==> config.mk <==
export PLATFORM = sky130hd
export DESIGN_NAME = sd_modulator
export DESIGN_NICKNAME = d
export VERILOG_FILES = /design/src/rtl/sd_modulator.sv
export SDC_FILE = /design/constraint.sdc
export NUM_CORES = 1
export LEC_CHECK = 0
export ABC_CLOCK_PERIOD_IN_PS = 11510
export CORE_UTILIZATION = 50
export DETAILED_ROUTE_END_ITERATION = 6
export GPL_ROUTABILITY_DRIVEN = 0
export GPL_TIMING_DRIVEN = 0
export PLACE_DENSITY = 0.71
export SLEW_MARGIN = 20
export SYNTH_ARGS = -nofsm -noshare
export SYNTH_HDL_FRONTEND = slang
export SYNTH_SLANG_ARGS = --single-unit
==> constraint.sdc <==
create_clock -name EXTCLK -period 11.51 [get_ports EXTCLK]
set_clock_uncertainty 0.2 [all_clocks]
set_input_delay 2.302 -clock EXTCLK [delete_from_list [all_inputs] [get_ports EXTCLK]]
set_output_delay 2.302 -clock EXTCLK [all_outputs]
set_load 0.005 [all_outputs]
==> src/rtl/sd_modulator.sv <==
// Second-order sigma-delta modulator with a sample FIFO, driving a 1-bit DSD stream
// and its companion clock SDCLK_O. DSD_O updates on the SDCLK_O falling-edge cycle.
`timescale 1ns/1ps
module sd_modulator #(
  parameter int DW         = 16,
  parameter int ACC_W      = 20,
  parameter int DIV_W      = 8,
  parameter int FIFO_DEPTH = 4,
  localparam int LW        = $clog2(FIFO_DEPTH) + 1
) (
  input  logic             EXTCLK,
  input  logic             EXTRSTn,
  input  logic             EN,
  input  logic [DIV_W-1:0] CLKDIV,
  input  logic [7:0]       SAMPLE_DIV,
  input  logic             S_VALID,
  input  logic [DW-1:0]    S_DATA,
  output logic             S_READY,
  output logic [LW-1:0]    FIFO_LEVEL,
  input  logic             CLR_UF,
  output logic             UNDERFLOW,
  output logic             SDCLK_O,
  output logic             DSD_O
);
  localparam int AW = $clog2(FIFO_DEPTH);
  localparam logic signed [ACC_W+1:0] FS   = (ACC_W+2)'(1 << (DW-1));
  localparam logic signed [ACC_W+1:0] AMAX = (ACC_W+2)'((1 << (ACC_W-1)) - 1);
  localparam logic signed [ACC_W+1:0] AMIN = (ACC_W+2)'(-(1 << (ACC_W-1)));

  logic [DW-1:0]           mem [FIFO_DEPTH];
  logic [AW-1:0]           wr_ptr, rd_ptr;
  logic [LW-1:0]           level;
  logic [DIV_W-1:0]        cnt;
  logic [7:0]              bcnt;
  logic signed [ACC_W-1:0] i1, i2, i1n, i2n;
  logic signed [DW-1:0]    x_reg, x_eff;
  logic signed [ACC_W+1:0] fb, s1, s2;
  logic                    push, pop, tog, u_evt, uf_set;

  function automatic logic signed [ACC_W-1:0] sat(input logic signed [ACC_W+1:0] v);
    if (v > AMAX)      return AMAX[ACC_W-1:0];
    else if (v < AMIN) return AMIN[ACC_W-1:0];
    else               return v[ACC_W-1:0];
  endfunction

  assign S_READY    = (level < LW'(FIFO_DEPTH));
  assign FIFO_LEVEL = level;
  assign push       = S_VALID && S_READY;

  // U: the cycle in which SDCLK_O goes 1->0; every modulator state change is tied to it
  assign tog    = EN && (cnt >= CLKDIV);
  assign u_evt  = tog && SDCLK_O;
  assign pop    = u_evt && (bcnt == 8'd0) && (level != '0);
  assign uf_set = u_evt && (bcnt == 8'd0) && (level == '0);
  assign x_eff  = pop ? $signed(mem[rd_ptr]) : x_reg;

  always_comb begin
    fb  = DSD_O ? FS : -FS;
    s1  = {{2{i1[ACC_W-1]}}, i1} + {{(ACC_W+2-DW){x_eff[DW-1]}}, x_eff} - fb;
    i1n = sat(s1);
    s2  = {{2{i2[ACC_W-1]}}, i2} + {{2{i1n[ACC_W-1]}}, i1n} - fb;
    i2n = sat(s2);
  end

  always_ff @(posedge EXTCLK) begin
    if (push) mem[wr_ptr] <= S_DATA;
  end

  always_ff @(posedge EXTCLK or negedge EXTRSTn) begin
    if (!EXTRSTn) begin
      wr_ptr <= '0;
      rd_ptr <= '0;
      level  <= '0;
    end else begin
      if (push) wr_ptr <= wr_ptr + AW'(1);
      if (pop)  rd_ptr <= rd_ptr + AW'(1);
      case ({push, pop})
        2'b10:   level <= level + LW'(1);
        2'b01:   level <= level - LW'(1);
        default: level <= level;
      endcase
    end
  end

  always_ff @(posedge EXTCLK or negedge EXTRSTn) begin
    if (!EXTRSTn) begin
      cnt <= '0; bcnt <= '0; SDCLK_O <= 1'b0; DSD_O <= 1'b0;
      i1 <= '0; i2 <= '0; x_reg <= '0;
    end else if (!EN) begin
      cnt <= '0; bcnt <= '0; SDCLK_O <= 1'b0; DSD_O <= 1'b0;
      i1 <= '0; i2 <= '0; x_reg <= '0;
    end else begin
      if (tog) begin
        cnt     <= '0;
        SDCLK_O <= ~SDCLK_O;
      end else begin
        cnt <= cnt + DIV_W'(1);
      end
      if (u_evt) begin
        x_reg <= x_eff;
        bcnt  <= (bcnt >= SAMPLE_DIV) ? 8'd0 : bcnt + 8'd1;
        i1    <= i1n;
        i2    <= i2n;
        DSD_O <= ~i2n[ACC_W-1];
      end
    end
  end

  always_ff @(posedge EXTCLK or negedge EXTRSTn) begin
    if (!EXTRSTn)    UNDERFLOW <= 1'b0;
    else if (uf_set) UNDERFLOW <= 1'b1;
    else if (CLR_UF) UNDERFLOW <= 1'b0;
  end
endmodule
==> results of run 1 <==
[through the flow]
| step | instance area [µm²] | utilization, % |
|---|---|---|
| 6_report | 11300 | 64.8 |
| 3_5_place_dp | 9800 | 56.1 |
| 4_1_cts | 10800 | 61.8 |
| 3_3_place_gp | 9780 | 56.0 |
| 5_1_grt | 11300 | 64.8 |
| 2_1_floorplan | 9070 | - |
[placed cells by master, fill, tap and decap left out, drive strengths merged, types with 5 or more instances in the layout]
cell type      instances
a21o                  51
a21oi                 61
a31oi                  9
and2                  25
and3                   6
buf                   68
clkbuf                30
clkdlybuf4s50         37
dfrtp                 82
dlymetal6s2s           5
edfxtp                64
fa                     5
ha                    74
inv                   45
mux4                  16
nand2                 73
nand2b                13
nand3                 30
nor2                  42
nor2b                  7
nor3                  15
o211ai                20
o21ai                 51
o221ai                17
xnor2                 29
xor2                  26
[worst max-delay path by stage]
stage	start	end	slack, ps	cells past startpoint
2_1_floorplan	CLKDIV[5]	i2[10]	2	48
3_3_place_gp	CLKDIV[0]	i2[11]	-2180	49
3_5_place_dp	CLKDIV[0]	i2[8]	-2230	49
4_1_cts	CLKDIV[5]	i2[7]	10	48
5_1_grt	CLKDIV[1]	i2[12]	-140	50
6_report	CLKDIV[1]	i2[8]	260	48
[metal layers]
metal | vias to the layer above | global-route usage, % | share of wire [%]
met4 | 0 | 6.98 | 1.5
met3 | 28 | 3.95 | 2.7
met5 | - | 0 | 0
li1 | 3362 | - | -
met1 | 3325 | 29.3 | 45
met2 | 102 | 39.6 | 51
[cell families after synthesis]
family                     Yosys count
AOI/OAI and AO/OA                  245
muxes                               21
xor gates and xnor gates            55
buffers and inverters               69
adders and majority gates           79
and+or+nand+nor                    232
DFF                                146
[power groups by stage]
stage,Sequential [mW],Clock [mW],Combinational [mW]
5_1_grt,0.609,0.631,0.138
4_1_cts,0.606,0.611,0.126
2_1_floorplan,0.611,0,0.0680
6_report,0.605,0.601,0.124
3_3_place_gp,0.614,0,0.121
3_5_place_dp,0.615,0,0.125
[worst register-to-register path: cells and delay by family, from the launching register on]
kind | cells | cell delay (ps)
xor+xnor | 3 | 500
fa+ha+maj | 6 | 1750
compound gates | 18 | 3230
flops | 1 | 310
buf+inv | 4 | 1240
mux | 4 | 1440
simple gates | 7 | 810
[layout make-up]
cell class	count	area share, %
buffer	26	1.51
sequential	146	35.1
tap	225	2.49
clock inverter	13	1.74
multi-input combinational	632	46.3
clock buffer	19	3.91
timing repair buffer	95	7.53
inverter	40	1.37
[timing repair]
item / in CTS / in global routing
resized for setup: 49 / 77
pin swaps: 24 / 37
cloned: 1 / 0
setup endpoints to repair: 21 / 20
setup buffers: 23 / 27
==> metrics.yaml, run 1 <==
timing:
  worst-slew-pin-transition_ps: 863
  post-route-period-util_pct: 97.8
  min_period_ps: 11250
  setup_viol: 0
  fin_tns_setup_ps: 0
  setup_ws_ps: 259
  drv_slew: 0
  max_slew_margin_pct: 42.5
  hold_viol_final: 0
  worst_hold_slack_ps: 278
  fmax_ghz: 0.0889
power_and_ir_drop:
  p_leak_nw: 5.21
  p_int_mw: 1.02
  p_per_area_nw_per_um2: 118
  peakVddDrop_v: 0.000166
  swShare_pct: 23.3
  p_sw_mw: 0.310
  pwr-share-seq_pct: 45.5
  power_mw: 1.33
  clockPowerShare_pct: 45.1
  pwr-share-comb_pct: 9.3
synth:
  synth_nets: 963
  muxShareOfSynthArea_pct: 4.79
  ys_types: 71
  synthCells: 847
  synth.cell_area_um2: 9030
  synth-seq-cells: 146
  synthTopCellsByArea: "dfrtp_1, edfxtp_1, ha_1"
  ys_seq_area_share_pct: 44.0
  synthAdderAreaFrac_pct: 11.4
  yosysTopAreaCell: "dfrtp_1"
  synth_top_area_share_pct: 22.7
  synth_top_family_by_area: "compound AO/OA/AOI/OAI gates"
  synthSimpleGateAreaFrac_pct: 12.6
  synthTopCellsByCount: "dfrtp_1, ha_1, nand2_1"
  yosysMostFrequentCell: "dfrtp_1"
  ys.flop_type: "dfrtp_1"
  synth_edf_count: 64
  synth.avg_cell_area_um2: 10.7
  async_reset_ff_share_pct: 56.2
  synth_compound_area_share_pct: 18.6
  synth_warnings: 0
  synth_xor_area_share_pct: 5.42
setup_path:
  cp.required_ps: 11600
  regToRegEndpoint: "i2[8]"
  worstReg2RegStart: "rd_ptr[0]"
  worstSetupStartpointType: "input port"
  cp-end-kind: "flip-flop"
  crit_arrival_ps: 11340
  max_stage_delay_ps: 450
  worst-path-buf-inv: 5
  crit_type: "in2reg"
  rrSetupSlack_ps: 1900
  cpMaxStageDelayCell: "clkdlybuf4s50_1"
  cp_top_family: "compound AO/OA/AOI/OAI gates"
  r2r_cells: 42
  cp_max_fo: 7
floorplanning:
  dieWidth_um: 136
  coreArea_um2: 17500
  fp.dieArea_um2: 18600
  num_rows: 48
  die_h_um: 136
  initial_utilization_pct: 51.7
  ios: 44
routing:
  wl_per_cell_um: 17.4
  firstDrtPassIters: 5
  via_per_inst: 5.70
  antenna_left: 0
  vias: 6817
  drtIter0Drc: 294
  routed_wirelength_um: 20800
  drc: 0
final_layout:
  drive_gt1_share_pct: 22.2
  register_area_um2: 3970
  multi_input_area_um2: 5250
  fin_nets: 1074
  regMostFlops: "mem"
  syn_to_final_growth_pct: 25.4
  final_cells: 1196
  largest_reg_flops: 64
  n_antenna_cell: 0
  reg_top3: "mem x64, i1 x20, i2 x20"
  nFillCells: 1325
clock_network:
  cts_made_buffers: 17
  worst_skew_pair.late_latency_ps: 430
  cts_tree: "built"
  clkSinkCount: 146
  postCtsHoldBufs: 0
  clkSlewWorstSetupHoldPaths_ps: 60
  htreeDepth: 4
  clockBufferDepth: 2
  clockRootBuffer: "clkbuf_16"
global_routing:
  grt_max_degree: 51
  grt_pass1_vias: 6626
  grt_pass1_wl_um: 32500
  overflow: 0
  track_usage_pct: 23.0
  grt_antenna_before_repair: 0
place:
  place_ws_ps: -2230
  place_inst: 1116
  dp_hpwl_um: 13700
  io_buffers: 43
min_path:
  min-delay-start: "x_reg[14]"
  hold_class: "reg2reg"
  min_delay_path_depth: 1
  holdPathEnd: "x_reg[14]"
job:
  maxCapViolCount: 0
status:
  status: "finished clean"
No activity file was read; power rests on OpenSTA's default activity.
==> inputs of run 2 (changes only) <==
- CTS_CLUSTER_SIZE: not set -> 14
==> results of run 2 <==
The final DEF is identical to that of run 1; final timing and power are the same.
==> inputs of run 3 (changes only) <==
--- a/config.mk
+++ b/config.mk
@@ -7,3 +7,2 @@
 export LEC_CHECK = 0
-export ABC_CLOCK_PERIOD_IN_PS = 11510
 export CORE_UTILIZATION = 50
==> constraint.sdc (replaced) <==
create_clock -name EXTCLK -period 12.2 [get_ports EXTCLK]
set_clock_uncertainty 0.2 [all_clocks]
set_input_delay 1.22 -clock EXTCLK [delete_from_list [all_inputs] [get_ports EXTCLK]]
set_output_delay 1.22 -clock EXTCLK [all_outputs]
set_load 0.005 [all_outputs]
==> run 3 against run 2 <==
Compared with the run above:
- design area is 6.4% lower
- largest cell class unchanged
- register-to-register slack worse by 360 ps
- wire length is 8.5% lower
- global-route usage is 1.0 points lower
- flip-flop and latch count stayed put
==> metrics.yaml, run 3 (synthesis gave the netlist of run 1 again) <==
routing:
  via_per_inst: 5.72  # +0.39%
  antenna_left: 0  # unchanged
  wl_per_cell_um: 16.4  # -5.6%
  drtIter0Drc: 399  # +36%
  vias: 6632  # -2.7%
  firstDrtPassIters: 5  # unchanged
  drc: 0  # unchanged
  routed_wirelength_um: 19000  # -8.5%
power_and_ir_drop:
  p_sw_mw: 0.309  # -0.52%
  p_leak_nw: 4.93  # -5.3%
  peakVddDrop_v: 0.000156  # -6.1%
  p_per_area_nw_per_um2: 116  # -1.3%
  swShare_pct: 25.1  # +1.8 points
  p_int_mw: 0.920  # -9.8%
  pwr-share-comb_pct: 9.4  # about the same
  pwr-share-seq_pct: 46.4  # +0.9 points
  clockPowerShare_pct: 44.2  # -0.9 points
setup_path:
  cp_max_fo: 10  # +3
  rrSetupSlack_ps: 1540  # -360 ps
  worstReg2RegStart: "cnt[0]"
  r2r_cells: 50  # +19%
  crit_type: "in2reg"
  cp-end-kind: "flip-flop"
  cpMaxStageDelayCell: "fa_1"
  regToRegEndpoint: "i2[12]"
  worstSetupStartpointType: "input port"
  cp.required_ps: 12300  # +700 ps
  cp-startpoint: "CLKDIV[5]"
  max_stage_delay_ps: 460  # about the same
  crit_arrival_ps: 11560  # +220 ps
global_routing:
  overflow: 0  # unchanged
  grt_pass1_wl_um: 31300  # -3.5%
  track_usage_pct: 21.9  # -1.0 points
  grt_max_degree: 58  # +14%
  grt_pass1_vias: 6455  # -2.6%
  grt_antenna_before_repair: 0  # unchanged
clock_network:
  clockBufferDepth: 2  # unchanged
  cts_made_buffers: 17  # unchanged
  cts_tree: "built"
  clockRootBuffer: "clkbuf_16"
  clkSinkCount: 146  # unchanged
  worst_skew_pair.late_latency_ps: 430  # about the same
  clkSlewWorstSetupHoldPaths_ps: 60  # about the same
  htreeDepth: 4  # unchanged
timing:
  setup_viol: 0  # unchanged
  worst-slew-pin-transition_ps: 874  # +11.4 ps
  fin_tns_setup_ps: 0  # unchanged
  min_period_ps: 11460
  drv_slew: 0  # unchanged
  worst_hold_slack_ps: 277  # -0.437 ps
  post-route-period-util_pct: 93.9
  max_slew_margin_pct: 41.7  # -0.76 points
  hold_viol_final: 0  # unchanged
  fmax_ghz: 0.0873
final_layout:
  nFillCells: 1414  # +6.7%
  mostFrequentLayoutCells: "dfrtp_1, ha_1, nand2_1"
  fin_nets: 1037  # -3.4%
  reg_top3: "mem x64, i1 x20, i2 x20"
  n_antenna_cell: 0  # unchanged
  register_area_um2: 3970  # unchanged
  fin_area_um2: 10600  # -6.4%
  syn_to_final_growth_pct: 17.3
  largest_reg_flops: 64  # unchanged
  regMostFlops: "mem"
  multi_input_area_um2: 4880  # -6.9%
  layout_commonest_cell: "dfrtp_1"
  drive_gt1_share_pct: 12.2  # -10 points
place:
  post_dp_cell_area_um2: 9770  # -0.33%
  dp_hpwl_um: 13600  # -0.69%
  io_buffers: 43  # unchanged
min_path:
  hold_class: "reg2reg"
  min_delay_path_depth: 1  # unchanged
  min-delay-start: "x_reg[9]"
  holdPathEnd: "x_reg[9]"
floorplanning:
  num_rows: 48  # unchanged
  fp.dieArea_um2: 18600  # unchanged
  initial_utilization_pct: 51.7  # unchanged
  ios: 44  # unchanged
  dieWidth_um: 136  # unchanged
  coreArea_um2: 17500  # unchanged
  die_h_um: 136  # unchanged
status:
  status: "finished clean"
job:
  maxCapViolCount: 0  # unchanged
==> run 3: cell count changes in the layout (fill, tap and decap cells not counted), sizes merged <==
cell / previous run / this run
clkbuf: 30 / 32
inv: 45 / 49
clkdlybuf4s50: 37 / 42
bufinv: 4 / 2
dlymetal6s2s: 5 / 0
buf: 68 / 26
clkinv: 4 / 3
clkinvlp: 0 / 1
nor2: 42 / 43
==> run 3: final cells by class <==
| class | count | share of cell area [%] |
|---|---|---|
| clock buffer | 17 | 4.02 |
| tap | 225 | 2.66 |
| timing repair buffer | 55 | 5.08 |
| sequential | 146 | 37.5 |
| multi-input combinational | 633 | 46.1 |
| inverter | 40 | 1.44 |
| clock inverter | 15 | 1.76 |
| buffer | 28 | 1.45 |
==> run 3: through the flow <==
stage                     worst slack (ps)  utilization (%)  instances  total power [mW]
after global routing                 -29.2             60.6       1159              1.27
final                                  740             60.6       1159              1.23
after global placement               -1190             55.7       1115             0.692
after detailed placement             -1330             55.9       1116             0.698
after CTS                             9.08             59.7       1150              1.24
after floorplan                       1300                -        847             0.640
==> run 3: worst max-delay path by stage <==
stage,endpoint,slack (ps),cells past startpoint
2_1_floorplan,i2[10],1300,48
3_3_place_gp,i2[11],-1190,49
3_5_place_dp,i2[12],-1330,49
4_1_cts,i2[12],9,49
5_1_grt,i2[12],-30,50
6_report,i2[12],740,50
==> run 3: metal layers <==
metal  up-vias  part of all wire (%)  track usage, %
met5         -                     0               0
met1      3172                    46            28.1
met4         0                   2.0            7.90
li1       3307                     -               -
met3        29                   3.7            4.47
met2       124                    48            36.6
==> run 3: what timing repair did <==
item | in CTS | in global routing
buffers inserted | 1 | 10
gates resized for setup | 14 | 20
hold buffers | 0 | 0
pin swaps | 1 | 5
gates cloned | 1 | 0
setup endpoints to repair | 19 | 21
==> run 3: critical path: cells and delay by family <==
family	cells	cell delay (ps)
compound gates	22	4350
fa+ha+maj	7	2510
simple gates	9	1320
buf+inv	6	1130
xor+xnor	4	610
mux	2	450
==> run 3: power groups by stage <==
stage                     Sequential (mW)  Combinational (mW)  Clock, mW
after global routing                0.574               0.129      0.570
after global placement              0.579               0.113          0
after floorplan                     0.576              0.0636          0
final                               0.570               0.116      0.543
after detailed placement            0.580               0.118          0
after CTS                           0.571               0.118      0.551
